### src/rtl/axis_frame_tester.sv
`timescale 1ns/1ps
// axis_frame_tester
// AXI-Stream frame generator/checker used as the harness end of a loopback or
// frame-buffer path. On start it transmits one FRAME_LEN-beat frame whose beats
// are seed+index (modulo 2^DATA_WIDTH) and checks the frame that comes back:
// data, beat count and tlast placement. TX and RX run independently, so both
// cut-through and store-and-forward DUTs work.
//
// Ports
//   aclk, aresetn            clock, synchronous active-low reset
//   start, seed              start pulse (accepted in IDLE/DONE), pattern base
//   m_axis_t{data,valid,last}/m_axis_tready   generated frame towards the DUT
//   s_axis_t{data,valid,last}/s_axis_tready   returned frame from the DUT
//   busy                     run in progress
//   done                     run finished (sticky until next start or reset)
//   pass                     done with no errors and no timeout
//   timeout                  RX side went idle for TIMEOUT cycles
//   err_count                saturating data/tlast error count
//   rx_count                 RX beats accepted this run
//
// Build option
//   AXIS_TESTER_BACKPRESSURE_EN  when defined, s_axis_tready is gated by an
//   8-bit LFSR (x^8+x^6+x^5+x^4+1, reloaded with 8'hA5 on start) to make the
//   DUT hold tvalid. When undefined the RX side is always ready while active.
module axis_frame_tester #(
    parameter int DATA_WIDTH = 8,
    parameter int FRAME_LEN  = 768,
    parameter int TIMEOUT    = 4096
) (
    input  logic                  aclk,
    input  logic                  aresetn,
    input  logic                  start,
    input  logic [DATA_WIDTH-1:0] seed,
    output logic [DATA_WIDTH-1:0] m_axis_tdata,
    output logic                  m_axis_tvalid,
    input  logic                  m_axis_tready,
    output logic                  m_axis_tlast,
    input  logic [DATA_WIDTH-1:0] s_axis_tdata,
    input  logic                  s_axis_tvalid,
    output logic                  s_axis_tready,
    input  logic                  s_axis_tlast,
    output logic                  busy,
    output logic                  done,
    output logic                  pass,
    output logic                  timeout,
    output logic [15:0]           err_count,
    output logic [9:0]            rx_count
);

    localparam int IDX_W  = 10;
    localparam int IDLE_W = $clog2(TIMEOUT);

    localparam logic [IDX_W-1:0]  LAST_IDX  = IDX_W'(FRAME_LEN - 1);
    localparam logic [IDLE_W-1:0] IDLE_LAST = IDLE_W'(TIMEOUT - 1);

    typedef enum logic [1:0] {
        S_IDLE,
        S_RUN,
        S_DONE
    } state_t;

    state_t state_q, state_d;

    logic [DATA_WIDTH-1:0] seed_q;
    logic [IDX_W-1:0]      tx_idx;
    logic [IDX_W-1:0]      rx_idx;
    logic [IDLE_W-1:0]     idle_cnt;
    logic                  tx_done;
    logic                  rx_done;

    logic                  start_acc;
    logic                  rx_active;
    logic                  tx_hs;
    logic                  rx_hs;
    logic                  idle_expired;
    logic [IDX_W-1:0]      tx_idx_nx;

    logic [DATA_WIDTH-1:0] rx_expected;
    logic                  rx_last_beat;
    logic                  data_err;
    logic                  tlast_err;
    logic [16:0]           err_sum;
    logic [15:0]           err_next;

    assign start_acc = start && (state_q != S_RUN);
    assign rx_active = (state_q == S_RUN) && !rx_done;

`ifdef AXIS_TESTER_BACKPRESSURE_EN
    logic [7:0] lfsr;
    logic       lfsr_fb;

    assign lfsr_fb = lfsr[7] ^ lfsr[5] ^ lfsr[4] ^ lfsr[3];

    always_ff @(posedge aclk) begin
        if (!aresetn || start_acc) begin
            lfsr <= 8'hA5;
        end else begin
            lfsr <= {lfsr[6:0], lfsr_fb};
        end
    end

    assign s_axis_tready = rx_active && lfsr[0];
`else
    assign s_axis_tready = rx_active;
`endif

    assign tx_hs     = m_axis_tvalid && m_axis_tready;
    assign rx_hs     = s_axis_tvalid && s_axis_tready;
    assign tx_idx_nx = tx_idx + IDX_W'(1);

    // Idle limit is judged on the cycle itself: a handshake in the final
    // cycle still rescues the run.
    assign idle_expired = (state_q == S_RUN) && !rx_hs && (idle_cnt == IDLE_LAST);

    // RX checking: a data error and a tlast error on the same beat count twice.
    assign rx_expected  = seed_q + DATA_WIDTH'(rx_idx);
    assign rx_last_beat = (rx_idx == LAST_IDX);
    assign data_err     = (s_axis_tdata != rx_expected);
    assign tlast_err    = (s_axis_tlast && !rx_last_beat) || (rx_last_beat && !s_axis_tlast);
    assign err_sum      = {1'b0, err_count} + 17'(data_err) + 17'(tlast_err);
    assign err_next     = err_sum[16] ? '1 : err_sum[15:0];

    assign rx_count = rx_idx;

    always_comb begin
        state_d = state_q;
        busy    = 1'b0;
        done    = 1'b0;
        case (state_q)
            S_IDLE: begin
                if (start) state_d = S_RUN;
            end
            S_RUN: begin
                busy = 1'b1;
                if (idle_expired || (tx_done && rx_done)) state_d = S_DONE;
            end
            S_DONE: begin
                done = 1'b1;
                if (start) state_d = S_RUN;
            end
            default: state_d = S_IDLE;
        endcase
        pass = done && (err_count == '0) && !timeout;
    end

    always_ff @(posedge aclk) begin
        if (!aresetn) begin
            state_q       <= S_IDLE;
            seed_q        <= '0;
            tx_idx        <= '0;
            rx_idx        <= '0;
            idle_cnt      <= '0;
            tx_done       <= 1'b0;
            rx_done       <= 1'b0;
            err_count     <= '0;
            timeout       <= 1'b0;
            m_axis_tvalid <= 1'b0;
            m_axis_tdata  <= '0;
            m_axis_tlast  <= 1'b0;
        end else begin
            state_q <= state_d;
            if (start_acc) begin
                seed_q        <= seed;
                tx_idx        <= '0;
                rx_idx        <= '0;
                idle_cnt      <= '0;
                tx_done       <= 1'b0;
                rx_done       <= 1'b0;
                err_count     <= '0;
                timeout       <= 1'b0;
                m_axis_tvalid <= 1'b1;
                m_axis_tdata  <= seed;
                m_axis_tlast  <= 1'b0;
            end else if (state_q == S_RUN) begin
                // TX: outputs only move on a handshake, so they hold under stall.
                if (tx_hs) begin
                    if (tx_idx == LAST_IDX) begin
                        tx_done       <= 1'b1;
                        m_axis_tvalid <= 1'b0;
                        m_axis_tlast  <= 1'b0;
                    end else begin
                        tx_idx       <= tx_idx_nx;
                        m_axis_tdata <= seed_q + DATA_WIDTH'(tx_idx_nx);
                        m_axis_tlast <= (tx_idx_nx == LAST_IDX);
                    end
                end
                // RX and idle watchdog; timeout also drops TX valid.
                if (rx_hs) begin
                    rx_idx    <= rx_idx + IDX_W'(1);
                    err_count <= err_next;
                    idle_cnt  <= '0;
                    if (rx_last_beat || s_axis_tlast) rx_done <= 1'b1;
                end else if (idle_expired) begin
                    timeout       <= 1'b1;
                    m_axis_tvalid <= 1'b0;
                end else begin
                    idle_cnt <= idle_cnt + IDLE_W'(1);
                end
            end
        end
    end

endmodule
### config.mk
export PLATFORM = sky130hd
export DESIGN_NAME = axis_frame_tester
export DESIGN_NICKNAME = d
export VERILOG_FILES = /design/src/rtl/axis_frame_tester.sv
export SDC_FILE = /design/constraint.sdc
export NUM_CORES = 1
export LEC_CHECK = 0
export BUFFER_PORTS_ARGS = -buffer_cell sky130_fd_sc_hd__buf_2
export CAP_MARGIN = 10
export CORE_MARGIN = 1
export CORE_UTILIZATION = 25
export CTS_CLUSTER_SIZE = 12
export DETAILED_ROUTE_END_ITERATION = 10
export GPL_TIMING_DRIVEN = 1
export SETUP_SLACK_MARGIN = 0.5
export SLEW_MARGIN = 25
export SYNTH_ARGS = -nofsm -noshare
export SYNTH_HDL_FRONTEND = slang
export SYNTH_SLANG_ARGS = --single-unit
### constraint.sdc
create_clock -name aclk -period 4.3 [get_ports aclk]
set_input_delay 0.86 -clock aclk [delete_from_list [all_inputs] [get_ports aclk]]
set_output_delay 0.86 -clock aclk [all_outputs]
set_load 0.01 [all_outputs]
# Word-level counts from Yosys, hierarchy flattened
# Cells that the tools add are included.
# op_classes
n_reduce_logical	34
mux	19
n_eq_ne	12
n_bitwise	3
n_addsub	7
# ops
operator	count
$mux W8	4
$eq A10 B10 Y1 const B	3
$mux W12	2
$add A10 B1 Y10 const B	2
$add A16 B1 Y17	1
$add A17 B1 Y17	1
$add A8 B8 Y8	2
$logic_not A16 Y1	1
$mux W16	1
$reduce_and A3 Y1	5
$add A12 B1 Y12 const B	1
$eq A12 B12 Y1 const B	1
$logic_and A1 B1 Y1	11
$mux W1	9
$ne A8 B8 Y1	1
$reduce_and A2 Y1	4
$ne A2 B1 Y1 const B	3
$logic_not A1 Y1	5
$mux W2	2
$ne A2 B2 Y1 const B	2
$pmux W2 S2	1
$reduce_bool A2 Y1	2
$reduce_or A2 Y1	2
$logic_or A1 B1 Y1	3
4 further kinds	6
# word_totals
ff_bits	71
in_bits	22
out_inout_bits	41
word_cells	87

# Longest topological paths before layout
# Gate-level depths: netlist of run 1.
# logic_depth
depth_word	10
ltp_mapped	15
ltp_nobuf	15

# Least setup slack after synthesis of run 1
# Ideal clock, no wire load.
# synth_path
kind	register to register
start	reg rx_idx[0] (netlist: rx_count[0])
end	reg err_count[10]
n_path_buf	0
path_slack_ns	1.242
path_stages_with_launch	15
required_ns	4.181
arrival_ns	2.939
cell_sequence	dfxtp_1 > ha_1 > fa_1 > a21oi_1 > o21ai_0 > xnor2_1 > nor4_1 > fa_1 > inv_1 > ha_1 > nand3_1 > nor3_1 > and3_1 > xnor2_1 > a21oi_1
# synth_between
elab_chain_cells	6
# synth_rtl
element	line	source
start: declaration	66	logic [IDX_W-1:0] rx_idx;
start signal: assignment	189	rx_idx <= rx_idx + IDX_W'(1);
branches (longest 4 deep; another with $add A16 B1 Y17)	-	
$add A17 B1 Y17 *	120	assign err_sum = {1'b0, err_count} + 17'(data_err) + 17'(tlast_err);
$mux W16 *	121	assign err_next = err_sum[16] ? '1 : err_sum[15:0];
end signal: assignment	190	err_count <= err_next;
end: declaration	46	output logic [15:0] err_count,
# Mark *: on every way between the ends.
# A chain may end at the register's enable or synchronous reset.

# Final worst setup path of run 1
# layout_path
start	reg rx_idx[2] (netlist: rx_count[2])
end	reg err_count[10]
# The elaborated chain is that of the path after synthesis.

==> results of run 1 <==
-- cell usage in the layout (no fill, tap or decap), drive strengths merged, types with 3 or more instances in the layout --
cell type,instances
ha,20
a21oi,31
or3,7
nor4,10
a211oi,6
o21ai,14
clkinv,3
nor2,45
nor3,14
nand2,53
xor2,23
and3,7
buf,65
nand4,15
clkbuf,9
xnor2,34
and4,4
o211ai,6
fa,3
a21o,4
a21boi,8
nand3,28
nand2b,5
inv,16
a31oi,6
dfxtp,71
nor2b,4
-- metal layers --
metal	routed length [um]	vias to the layer above	track usage, %
met5	0	-	0
met4	104	0	3.52
met3	354	11	2.57
met2	4870	63	21.8
met1	5340	1692	17.5
li1	-	1863	-
-- metrics by stage --
stage                     hold WS [ns]  area [sq um]
final                            0.486          4940
after global routing             0.494          4940
after CTS                        0.484          4930
after detailed placement         0.473          4640
after global placement           0.457          4640
after floorplan                  0.438          4130
-- logic make-up after synthesis --
family,share of synthesized area (%)
AO/OA/AOI/OAI,14.8
adder cells (fa/ha/maj),7.51
flip-flops,34.4
XOR/XNOR,12.1
AND/OR/NAND/NOR,26.6
buffers and inverters,3.88
multiplexers,0.757
-- flip-flops by register name, indices dropped and copies added (netlist names), 2 cells and up --
register and flops:
m_axis_tdata 8, rx_count 10, tx_idx 10, seed_q 8, state_q 2, err_count 16
idle_cnt 12
-- cell type report --
cell class / count / area share [%]
tap: 216 / 5.47
clock buffer: 9 / 4.56
multi-input combinational: 384 / 51.8
timing repair buffer: 65 / 6.74
inverter: 15 / 1.14
sequential: 71 / 28.8
clock inverter: 7 / 1.47
-- power groups by stage --
stage / combinational, mW / sequential, mW / clock [mW]
floorplan: 0.0931 / 0.702 / 0
global placement: 0.141 / 0.703 / 0
detailed placement: 0.141 / 0.703 / 0
CTS: 0.142 / 0.688 / 0.771
global route: 0.156 / 0.690 / 0.807
finish: 0.141 / 0.688 / 0.756
-- final timing paths --
path	to	cells after the start
max	err_count[10]$_SDFFE_PP0P_	14
min	timeout$_SDFFE_PP0P_	2
max reg2reg	err_count[10]$_SDFFE_PP0P_	14
min reg2reg	timeout$_SDFFE_PP0P_	2
-- tightest hold or removal path, delay by kind of cell (launching register included) --
family,cells,cell delay (ns)
DFF,1,0.33
buffers and inverters,1,0.06
AOI/OAI and AO/OA,1,0.05
-- what timing repair did --
action,CTS,global route
gates resized for setup,0,1
endpoints found under the setup margin,0,1
hold buffers,0,0
setup buffers,0,0
==> results by group, run 1 <==
Drt
  – Wirelength per Cell: 13.9 um
  – Total number of vias: 3,629
  – Final ANT Viol Nets: 0
  – Via density per instance: 4.73
  – Detailed Routing Iterations Pass 1: 4
  – Initial drt markers: 171
  – Number of remaining DRC errors: 0
  – Post-Route WL: 10,700 um

Finish
  – Register Area: 1420 sq um
  – Multi-input logic area: 2560 sq um
  – Fraction of layout cells with a size suffix above 1: 16.9%
  – Diode count: 0
  – Non-filler instance count after layout: 767
  – FILL cells: 1,755
  – Area Growth Syn to Fin: 19.6%
  – Layout Utilization: 30.9%
  – NumNets Final: 591

Logic synthesis
  – Async set-reset flop share out of synthesis: 0%
  – Cell Area, Synth: 4130 sq um
  – Synth Area per Inst: 8.46 sq um
  – Top-count cell post-synth: dfxtp_1
  – Commonest cells in the netlist: dfxtp_1 (71), nand2_1 (53), nor2_1 (45)
  – Syn_nets: 533
  – Synth warnings: 0
  – Most used DFF post-synth: dfxtp_1
  – Syn Inst Count: 488
  – Post-synth top area share: 34.4%
  – Library cells used by synthesis: 60
  – Synthesis-stage register bit count: 71
  – Largest area contributor in the netlist: dfxtp_1
  – Synth top area cells: dfxtp_1 (34%), xnor2_1 (7.2%), ha_1 (6.1%)
  – Post-synth EDFFs: 0
  – Sequential area share after synthesis: 34.4%

Pwr
  – Sequential share of power: 43.4%
  – P_leak: 1.98 nW
  – P_sw: 406 uW
  – Clock power frac: 47.7%
  – Tot Pwr: 1.59 mW
  – Int Pwr: 1.18 mW
  – Pwr dens: 321 nW/um^2
  – Sw frac: 25.6%
  – Maximum vdd drop: 0.192 mV
  – Combinational share of power: 8.9%

Floorplan
  – Die area: 17,000 sq um
  – Core area: 16,000 sq um
  – Chip height: 131 um
  – Die width: 131 um
  – Row count: 46
  – Initial Util: 25.8%
  – Top Ports: 63

Clock network
  – Reg clk slew, reported paths: 0.06 ns
  – Total CTS buffers: 9
  – H-tree levels: 3
  – CTS tree: done
  – Clock sinks: 71
  – Clock Latency Late Sink: 0.33 ns
  – Longest Clk Path Bufs: 2
  – Root Buffer: clkbuf_16

Critical path
  – Slowest cell on crit path: nor4_1
  – Most common cell on crit path: a21oi_1
  – Crit-path max FO: 6
  – Critical path launch point type: flip-flop
  – Worst path top cell family by delay: simple AND/OR/NAND/NOR gates
  – Crit-path cells: ha_1 > a21oi_1 > a21oi_1 > o31ai_1 > xnor2_1 > nor4_1 > fa_1 > inv_1 > ha_1 > nand3_1 > nor3_2 > and3_1 > xnor2_1 > a21oi_1
  – Critical path type: reg2reg
  – Bufs and invs on worst path: 1
  – R2r setup slk: 0.94 ns
  – Arrival time worst endpoint: 3.57 ns
  – Critical path's largest stage delay: 0.54 ns
  – Worst path required time: 4.51 ns
  – Worst Setup SP: rx_count[2]$_SDFFE_PP0P_
  – Worst r2r src: rx_count[2]$_SDFFE_PP0P_
  – Critical Path Sink Type: flip-flop

STA
  – Final-report setup violation count: 0
  – Minimum clock period: 3.36 ns
  – Post-route setup slack: 0.937 ns
  – Setup TNS Final: 0 ns
  – Period utilisation layout: 78.2%
  – Clock Skews: 0.00626 ns
  – Actual slew at the worst max-slew pin: 0.989 ns
  – Fin. Hold Viols: 0
  – Unrepaired setup endpoints after global routing: false
  – Final Max Tran Viols: 0
  – Max Fclk: 0.297 GHz
  – Relative max-transition margin: 33.8%

Global route
  – GRT Util Overall: 13.2%
  – First-pass GRT wire length: 17,500 um
  – Initial antenna violation count: 0
  – Total gr overflow: 0
  – Largest net degree at the start of global routing: 38
  – Vias in the first global route: 3,414

Place
  – Placer congestion estimate: 0.810
  – Pre-CTS WS: 0.830 ns
  – Post-DP HPWL: 7820 um
  – Placed Cells: 751
  – I/O Buffers: 62

Worst hold path
  – Hold path startpoint: timeout$_SDFFE_PP0P_
  – Hold Path Class: reg2reg

Run
  – Max cap viols: 0

Status
  – Status: finished, final reports clean
Note: power is estimated with default switching activity, not from simulation.
==> run 2: changes to the inputs <==
Clock period 4.3 ns to 3.33 ns, I/O delays scaled along.
==> results by group, run 2 (synthesized netlist as in run 1, its figures left out) <==
Global route
  – Total gr overflow: 0 (unchanged)
  – Initial antenna violation count: 0 (unchanged)
  – Vias in the first global route: 3,421 (was 3,414)
  – First-pass GRT wire length: 17,900 um (was 17,500 um)
  – Largest net degree at the start of global routing: 38 (unchanged)
  – GRT Util Overall: 13.7% (was 13.2%)

Finish
  – Largest registers: err_count (16), idle_cnt (12) (unchanged)
  – Largest register FFs: 16 (unchanged)
  – FILL cells: 1,701 (was 1,755)
  – Most common cell after layout, fill and taps aside: dfxtp_1 (unchanged)
  – NumNets Final: 602 (was 591)
  – Fraction of layout cells with a size suffix above 1: 23.3% (was 16.9%)
  – Reg with most FFs: err_count (unchanged)
  – Area Growth Syn to Fin: 25.6% (was 19.6%)
  – Diode count: 0 (unchanged)
  – Layout Utilization: 32.4% (was 30.9%)
  – Most frequent cells in the layout: dfxtp_1 (64), buf_2 (62), nand2_1 (53), nor2_1 (44), xnor2_1 (33) (was dfxtp_1 (71), buf_2 (62), nand2_1 (53), nor2_1 (45), xnor2_1 (34))

Clock network
  – Clock sinks: 71 (unchanged)
  – Reg clk slew, reported paths: 0.06 ns (about the same)
  – H-tree levels: 3 (unchanged)
  – Total CTS buffers: 9 (unchanged)
  – CTS tree: done (unchanged)
  – Clock Latency Late Sink: 0.34 ns (was 0.33 ns)
  – Longest Clk Path Bufs: 2 (unchanged)
  – Root Buffer: clkbuf_16 (unchanged)

Critical path
  – RR Endpoint: err_count[15]$_SDFFE_PP0P_ (was err_count[10]$_SDFFE_PP0P_)
  – R2r setup slk: 0.27 ns (was 0.94 ns)
  – Worst Setup SP: rx_count[2]$_SDFFE_PP0P_ (unchanged)
  – Crit-path max FO: 6 (unchanged)
  – Critical path type: reg2reg (unchanged)
  – Critical path launch point type: flip-flop (unchanged)
  – CP Capture Point: err_count[15]$_SDFFE_PP0P_ (was err_count[10]$_SDFFE_PP0P_)
  – Arrival time worst endpoint: 3.27 ns (was 3.57 ns)
  – Worst path required time: 3.54 ns (was 4.51 ns)
  – Worst r2r src: rx_count[2]$_SDFFE_PP0P_ (unchanged)
  – Reg2reg path depth: 13 (was 14)
  – Critical Path Sink Type: flip-flop (unchanged)

Drt
  – Post-Route WL: 11,000 um (was 10,700 um)
  – Total number of vias: 3,671 (was 3,629)
  – Wirelength per Cell: 14.1 um (was 13.9 um)
  – Detailed Routing Iterations Pass 1: 4 (unchanged)
  – Final ANT Viol Nets: 0 (unchanged)
  – Initial drt markers: 204 (was 171)
  – Number of remaining DRC errors: 0 (unchanged)
  – Via density per instance: 4.72 (was 4.73)

STA
  – Max Fclk: 0.327 GHz (was 0.297 GHz)
  – Clock Skews: 0.00756 ns (was 0.00626 ns)
  – Unrepaired setup endpoints after global routing: true (was false)
  – Actual slew at the worst max-slew pin: 0.756 ns (was 0.989 ns)
  – Final-report setup violation count: 0 (unchanged)
  – Minimum clock period: 3.06 ns (was 3.36 ns)
  – Setup TNS Final: 0 ns (unchanged)
  – Final Max Tran Viols: 0 (unchanged)
  – Period utilisation layout: 91.8% (was 78.2%)
  – Relative max-transition margin: 48.9% (was 33.8%)
  – Fin. Hold Viols: 0 (unchanged)
  – Post-route setup slack: 0.273 ns (was 0.937 ns)

Floorplan
  – Initial Util: 25.8% (unchanged)
  – Row count: 46 (unchanged)
  – Chip height: 131 um (unchanged)
  – Core area: 16,000 sq um (unchanged)
  – Die width: 131 um (unchanged)
  – Die area: 17,000 sq um (unchanged)
  – Top Ports: 63 (unchanged)

Pwr
  – Pwr dens: 397 nW/um^2 (was 321 nW/um^2)
  – Maximum vdd drop: 0.228 mV (was 0.192 mV)
  – P_leak: 2.06 nW (was 1.98 nW)

Place
  – I/O Buffers: 62 (unchanged)
  – Post-DP HPWL: 7980 um (was 7820 um)
  – Placer congestion estimate: 0.828 (was 0.810)
  – Pre-CTS WS: 0.136 ns (was 0.830 ns)

Status
  – Status: finished, final reports clean (unchanged)

Worst hold path
  – Hold Path Class: reg2reg (unchanged)

Run
  – Max cap viols: 0 (unchanged)
==> run 2: cell type report <==
type	count	area, sq um	share of cell area [%]
flip-flops and latches	71	1440	27.7
clock buffers	9	225	4.34
multi-input cells	384	2710	52.3
repair buffers	76	415	8.01
clock inverters	7	72.6	1.40
inverters	15	56.3	1.09
well taps	216	270	5.21
==> run 2: worst min-delay path by stage <==
stage | cells after the start | slack, ns | endpoint | from
2_1_floorplan | 2 | 0.44 | tx_done$_SDFFE_PP0P_ | tx_done$_SDFFE_PP0P_
4_1_cts | 2 | 0.49 | tx_done$_SDFFE_PP0P_ | tx_done$_SDFFE_PP0P_
3_3_place_gp | 2 | 0.46 | tx_done$_SDFFE_PP0P_ | tx_done$_SDFFE_PP0P_
6_report | 2 | 0.48 | seed_q[4]$_SDFFE_PN0P_ | seed_q[4]$_SDFFE_PN0P_
3_5_place_dp | 2 | 0.47 | tx_done$_SDFFE_PP0P_ | tx_done$_SDFFE_PP0P_
5_1_grt | 2 | 0.51 | tx_done$_SDFFE_PP0P_ | tx_done$_SDFFE_PP0P_
==> run 2: power breakdown <==
| group | switching (mW) | internal (mW) | total, mW |
|---|---|---|---|
| sequential | 0.0198 | 0.868 | 0.888 |
| clock | 0.392 | 0.581 | 0.973 |
| combinational | 0.116 | 0.0807 | 0.196 |
| total | 0.528 | 1.53 | 2.06 |
==> run 2: per-stage QoR <==
step	cell area, sq um	power [mW]	hold WS [ns]	instances
after floorplan	4210	1.03	0.438	488
after global placement	4760	1.10	0.464	758
after detailed placement	4760	1.10	0.474	758
after CTS	5150	2.09	0.492	778
after global routing	5190	2.15	0.507	778
final	5190	2.06	0.481	778
==> run 2: what timing repair did <==
action,in CTS,in global routing
setup buffers,4,0
resized for setup,13,10
pin swaps,10,3
hold buffers,0,0
endpoints found under the setup margin,16,17
==> run 2: routing by layer <==
| layer | track usage [%] | wire [um] |
|---|---|---|
| met1 | 18.6 | 5450 |
| met3 | 3.75 | 511 |
| met5 | 0 | 0 |
| met4 | 4.06 | 112 |
| met2 | 21.2 | 4930 |
==> run 2: critical path, stage by stage, from the launching register on <==
cell      delay [ns]
dfxtp_4         0.37
ha_4            0.26
a21oi_2         0.17
nand2_1         0.13
a31oi_2         0.24
xnor2_1         0.17
nor4_2          0.08
buf_4           0.15
fa_2            0.33
nand2b_4        0.16
or3_4           0.35
nor4_4          0.21
and4b_1         0.24
a211oi_1        0.06
